### src/rtl/mtr_drv.sv
// mtr_drv: dual-channel H-bridge PWM drive stage.
// Converts signed left/right wheel speeds into complementary PWM pairs with
// dead time and a per-period slew limit. Both channels share one free-running
// 2048-cycle period counter, so their duty updates happen on the same cycle.
//
// Ports:
//   clk       system clock
//   rst_n     synchronous active-low reset
//   lft_spd   signed left speed (-1024..+1023), sampled when cnt == 2047
//   rght_spd  signed right speed, same format
//   lftPWM1   left high-side drive (forward)
//   lftPWM2   left low-side drive (complement)
//   rghtPWM1  right high-side drive (forward)
//   rghtPWM2  right low-side drive (complement)
//   prd_strt  one-cycle pulse on the first cycle of each PWM period
module mtr_drv #(
   parameter int unsigned DEAD_TIME = 32,
   parameter int unsigned SLEW_STEP = 16
) (
   input  logic               clk,
   input  logic               rst_n,
   input  logic signed [10:0] lft_spd,
   input  logic signed [10:0] rght_spd,
   output logic               lftPWM1,
   output logic               lftPWM2,
   output logic               rghtPWM1,
   output logic               rghtPWM2,
   output logic               prd_strt
);

   localparam logic        [11:0] DT12 = 12'(DEAD_TIME);
   localparam logic signed [11:0] SS12 = 12'(SLEW_STEP);
   localparam logic        [10:0] SS11 = 11'(SLEW_STEP);

   logic [10:0] cnt_q, cnt_d;
   logic [10:0] lft_duty_q, lft_duty_d;
   logic [10:0] rght_duty_q, rght_duty_d;
   logic        lft_pwm1_q, lft_pwm1_d;
   logic        lft_pwm2_q, lft_pwm2_d;
   logic        rght_pwm1_q, rght_pwm1_d;
   logic        rght_pwm2_q, rght_pwm2_d;
   logic        prd_strt_q, prd_strt_d;

   // Signed speed to unsigned duty target: adding 1024 is an MSB flip.
   function automatic logic [10:0] spd_to_tgt(input logic [10:0] spd);
      spd_to_tgt = {~spd[10], spd[9:0]};
   endfunction

   // Move duty toward target by at most SLEW_STEP. The 12-bit signed
   // difference cannot overflow, and a full step is only taken when the
   // target is further away than the step, so duty never leaves 0..2047.
   function automatic logic [10:0] slew(input logic [10:0] duty,
                                        input logic [10:0] tgt);
      logic signed [11:0] diff;
      diff = $signed({1'b0, tgt}) - $signed({1'b0, duty});
      if (diff > SS12)
         slew = duty + SS11;
      else if (diff < -SS12)
         slew = duty - SS11;
      else
         slew = tgt;
   endfunction

   function automatic logic pwm_hi(input logic [10:0] cnt, input logic [10:0] duty);
      pwm_hi = ({1'b0, cnt} >= DT12) && (cnt < duty);
   endfunction

   // 12-bit sum: duty + DEAD_TIME past 2047 keeps the low side off all period.
   function automatic logic pwm_lo(input logic [10:0] cnt, input logic [10:0] duty);
      pwm_lo = ({1'b0, cnt} >= ({1'b0, duty} + DT12));
   endfunction

   always_comb begin
      cnt_d       = cnt_q + 11'd1;
      lft_duty_d  = lft_duty_q;
      rght_duty_d = rght_duty_q;
      if (cnt_q == 11'd2047) begin
         lft_duty_d  = slew(lft_duty_q, spd_to_tgt(lft_spd));
         rght_duty_d = slew(rght_duty_q, spd_to_tgt(rght_spd));
      end
      lft_pwm1_d  = pwm_hi(cnt_q, lft_duty_q);
      lft_pwm2_d  = pwm_lo(cnt_q, lft_duty_q);
      rght_pwm1_d = pwm_hi(cnt_q, rght_duty_q);
      rght_pwm2_d = pwm_lo(cnt_q, rght_duty_q);
      prd_strt_d  = (cnt_q == 11'd0);
   end

   always_ff @(posedge clk) begin
      if (!rst_n) begin
         cnt_q       <= 11'd0;
         lft_duty_q  <= 11'd1024;
         rght_duty_q <= 11'd1024;
         lft_pwm1_q  <= 1'b0;
         lft_pwm2_q  <= 1'b0;
         rght_pwm1_q <= 1'b0;
         rght_pwm2_q <= 1'b0;
         prd_strt_q  <= 1'b0;
      end else begin
         cnt_q       <= cnt_d;
         lft_duty_q  <= lft_duty_d;
         rght_duty_q <= rght_duty_d;
         lft_pwm1_q  <= lft_pwm1_d;
         lft_pwm2_q  <= lft_pwm2_d;
         rght_pwm1_q <= rght_pwm1_d;
         rght_pwm2_q <= rght_pwm2_d;
         prd_strt_q  <= prd_strt_d;
      end
   end

   assign lftPWM1  = lft_pwm1_q;
   assign lftPWM2  = lft_pwm2_q;
   assign rghtPWM1 = rght_pwm1_q;
   assign rghtPWM2 = rght_pwm2_q;
   assign prd_strt = prd_strt_q;

endmodule

### config.mk
export PLATFORM = sky130hd
export DESIGN_NAME = mtr_drv
export DESIGN_NICKNAME = d
export VERILOG_FILES = /design/src/rtl/mtr_drv.sv
export SDC_FILE = /design/constraint.sdc
export NUM_CORES = 1
export LEC_CHECK = 0
export CAP_MARGIN = 20
export CORE_ASPECT_RATIO = 0.6
export CORE_MARGIN = 2
export CORE_UTILIZATION = 25
export DETAILED_ROUTE_END_ITERATION = 7
export PLACE_DENSITY = 0.41
export RECOVER_POWER = 50
export SKIP_LAST_GASP = 1
export SYNTH_ARGS = -nofsm -noshare
export SYNTH_HDL_FRONTEND = slang
export SYNTH_SLANG_ARGS = --single-unit
### constraint.sdc
create_clock -name clk -period 3.8 [get_ports clk]
set_clock_uncertainty 0.1 [all_clocks]
set_input_delay 0.38 -clock clk [delete_from_list [all_inputs] [get_ports clk]]
set_output_delay 0.38 -clock clk [all_outputs]
set_load 0.01 [all_outputs]
==> flow_metrics.tcl <==
set metrics [dict create \
    status "finished clean" \
    synth.ff_latch_count 38 \
    worst_path_dominant_cell_family "compound AO/OA/AOI/OAI gates" \
    max-slew-margin-rel 0.431 \
    power_frac_comb 0.251 \
    critical_path_peak_fanout 5 \
    yosysWarnings 0 \
    initial_core_utilization 0.258 \
    intPower_uw 795 \
    power.share.clock 0.390 \
    pwr_density_cell_nw_per_um2 217 \
    ctsHtreeMaxLevel 2 \
    timing_max_transition_violations_final 0 \
    hold_violations 0 \
    cp.required_ns 3.91 \
    drc 0 \
    gp_congestion 0.867 \
    vias_per_cell 4.94 \
    maxClockFrequency_mhz 280 \
    clock_sinks 38 \
    cp_num_buf_inv 4 \
    dominantRegCellSynth "sky130_fd_sc_hd__dfxtp_1" \
    fin_nets 689 \
    dp.final_hpwl_um 10300 \
    async_flop_share 0 \
    route.vias.total 4070 \
    final_common_cell "sky130_fd_sc_hd__ha_1" \
    finish.utilization 0.318 \
    drv_cap 0 \
    critPathArrivalTime_ns 3.68 \
    worst_path_largest_cell_delay_ns 0.78 \
    floorplan.rows 36 \
    power.static_leakage_nw 2.10 \
    whs_path_depth 3 \
    wire_per_inst_um 15.6 \
    cts_root_buffer "sky130_fd_sc_hd__clkbuf_16" \
    cp_depth 14 \
    synthesis.instances 538 \
    netSwitchingPower_uw 338 \
    timing_worst_setup_path_type "in2reg" \
    grt_pass1_wl_um 21200 \
    worst_setup_hold_path_clk_slew_ns 0.06 \
    clock_latency_of_the_later_clocked_register_in_the_worst_skew_pair_ns 0.29 \
    timing.critical_path.from_type "input port" \
    synth-edff-count 0 \
    antenna_cells_inserted 0 \
    antenna_violating_nets_post_route 0 \
    timing.reg2reg.worst_path_depth 11 \
    initial_antenna_violation_count 0 \
    grt.total_usage 0.150 \
    grt.overflow.total 0 \
    die_area_um2 18000 \
    yosysSeqAreaShare 0.180 \
    finalSetupViolCount 0 \
    post_synth.cell_area_avg_um2 7.86 \
    die_height_um 105 \
    core_um2 16400 \
    yosysTopAreaCellShare 0.201 \
    postSynthNetCount 632 \
    synth_cell_types 70 \
    via_count_of_the_first_global_routing_pass 3836 \
    finalPower_mw 1.13 \
    flow.area_growth_from_synthesis_pct 23.3 \
    final.period_utilization 0.939 \
    setup_repair_after_global_routing_missed_its_margin "no" \
    final_layout_size_suffix_gt1_frac 0.117 \
    drtPass1Iterations 5 \
    endpoint_kind "flop" \
    mostFrequentLayoutCells "sky130_fd_sc_hd__ha_1 (67), sky130_fd_sc_hd__inv_1 (44), sky130_fd_sc_hd__nand2_1 (41)" \
    cts_tree "yes" \
    vdd_ir_drop_max_uv 185 \
    cp_slowest_cell "sky130_fd_sc_hd__o311ai_0" \
    p_seq_frac 0.359 \
    post-route-min-period_ns 3.57 \
    synth.area.top_cells "sky130_fd_sc_hd__ha_1 (20%), sky130_fd_sc_hd__dfxtp_1 (18%), sky130_fd_sc_hd__xnor2_1 (5.2%), sky130_fd_sc_hd__nand3_1 (4.3%), sky130_fd_sc_hd__inv_1 (3.8%)" \
    yosys.area.top_type "sky130_fd_sc_hd__ha_1" \
    buffer_ports.inserted 28 \
    cts_inserted_buffers 5 \
    syn-cell-area_um2 4230 \
    timing_worst_slew_pin_value_ns 0.842 \
    wl_um 12900 \
    die_w_um 172 \
    p_sw_frac 0.298 \
    drt-initial-drc-count 290 \
    min-delay-path-class "in2reg" \
    crit_chain "clkdlybuf4s50_1 > inv_1 > ha_1 > inv_1 > fa_1 > a21o_1 > a22oi_1 > o311ai_0 > and4_1 > a21o_1 > buf_4 > nor3_1 > o31a_1 > a41oi_1" \
    clock_path_buffers 2 \
    grt_start_max_net_pins 16 \
    io_pins 29 \
]
[power by group through the flow]
stage          clock [mW]  combinational [mW]  sequential (mW)
3_5_place_dp            0               0.273            0.416
5_1_grt             0.480               0.313            0.408
4_1_cts             0.460               0.275            0.407
3_3_place_gp            0               0.272            0.416
2_1_floorplan           0               0.169            0.414
6_report            0.442               0.285            0.407
[worst reg2reg max path, delay by kind of cell (launching register included)]
kind | cells | cell delay, ns
compound gates | 7 | 1.92
flops | 1 | 0.49
fa+ha+maj | 1 | 0.36
buf+inv | 2 | 0.34
xor+xnor | 1 | 0.20
[routing by layer]
layer	track usage	routed length, µm
met1	0.259	7870
met2	0.180	4410
met3	0.0280	541
met4	0.0276	63
met5	0	0
[Yosys cell counts (3+ instances only)]
library cell                instances
sky130_fd_sc_hd__a211oi_1           8
sky130_fd_sc_hd__a21boi_0           4
sky130_fd_sc_hd__a21o_1             7
sky130_fd_sc_hd__a21oi_1           29
sky130_fd_sc_hd__a221oi_1           9
sky130_fd_sc_hd__a22oi_1            3
sky130_fd_sc_hd__a31oi_1           10
sky130_fd_sc_hd__and3_1             7
sky130_fd_sc_hd__buf_2              6
sky130_fd_sc_hd__clkbuf_1          11
sky130_fd_sc_hd__dfxtp_1           38
sky130_fd_sc_hd__ha_1              68
sky130_fd_sc_hd__inv_1             43
sky130_fd_sc_hd__mux2i_1            8
sky130_fd_sc_hd__nand2_1           42
sky130_fd_sc_hd__nand2b_1           4
sky130_fd_sc_hd__nand3_1           36
sky130_fd_sc_hd__nand4_1            3
sky130_fd_sc_hd__nor2_1            36
sky130_fd_sc_hd__nor2b_1            6
sky130_fd_sc_hd__nor3_1            12
sky130_fd_sc_hd__nor4_1             6
sky130_fd_sc_hd__o2111ai_1          3
sky130_fd_sc_hd__o211ai_1           4
sky130_fd_sc_hd__o21a_1             7
sky130_fd_sc_hd__o21ai_0           27
sky130_fd_sc_hd__o221ai_1           4
sky130_fd_sc_hd__o22ai_1            4
sky130_fd_sc_hd__or2_1              3
sky130_fd_sc_hd__or3_1              7
sky130_fd_sc_hd__xnor2_1           25
sky130_fd_sc_hd__xor2_1             9
[state kept, by name (all words and copies together) (netlist names)]
signal	cells
cnt_q	11
lftPWM1	1
lftPWM2	1
lft_duty_q	11
prd_strt	1
rghtPWM1	1
rghtPWM2	1
rght_duty_q	11
[kinds of logic (layout without fill, tap and decap cells)]
group | after synthesis | in the layout | share of synthesized area
xor gates and xnor gates | 34 | 34 | 0.0704
and+or+nand+nor | 177 | 177 | 0.209
DFF | 38 | 38 | 0.180
muxes | 9 | 9 | 0.0216
AOI/OAI and AO/OA | 147 | 147 | 0.249
buffers and inverters | 63 | 121 | 0.0603
adders and majority gates | 70 | 70 | 0.211
[cell type report]
cell class	instances	area, µm²
Clock inverter	2	12.5
Inverter	44	165
Sequential cell	38	761
Timing Repair Buffer	69	594
Clock buffer	6	139
Fill cell	1736	11200
Tap cell	228	285
Multi-Input combinational cell	437	3260
[timing repair]
action | CTS | global route
endpoints found under the setup margin | 0 | 10
hold buffers | 0 | 0
resized for setup | 0 | 11
setup buffers | 0 | 2
[worst paths after layout]
kind                                      from         endpoint  slack [ns]
worst max-delay path               rght_spd[0]  rght_duty_q[10]        0.23
worst min-delay path                lft_spd[0]    lft_duty_q[0]        0.29
worst max register to register   lft_duty_q[4]    lft_duty_q[7]        0.23
worst min register to register  rght_duty_q[2]   rght_duty_q[2]        0.36
[through the flow]
stage               TNS (ns)  hold slack [ns]  area (µm²)  std cells  setup slack [ns]
floorplan                  0            0.330        4230        538             0.526
global placement      -0.686            0.341        5000        814            -0.118
detailed placement     -1.85            0.347        5000        814            -0.267
CTS                        0            0.356        5150        822            0.0380
global route               0            0.339        5220        824            0.0107
finish                     0            0.292        5220        824             0.231
No activity file was read; power rests on OpenSTA's default activity.
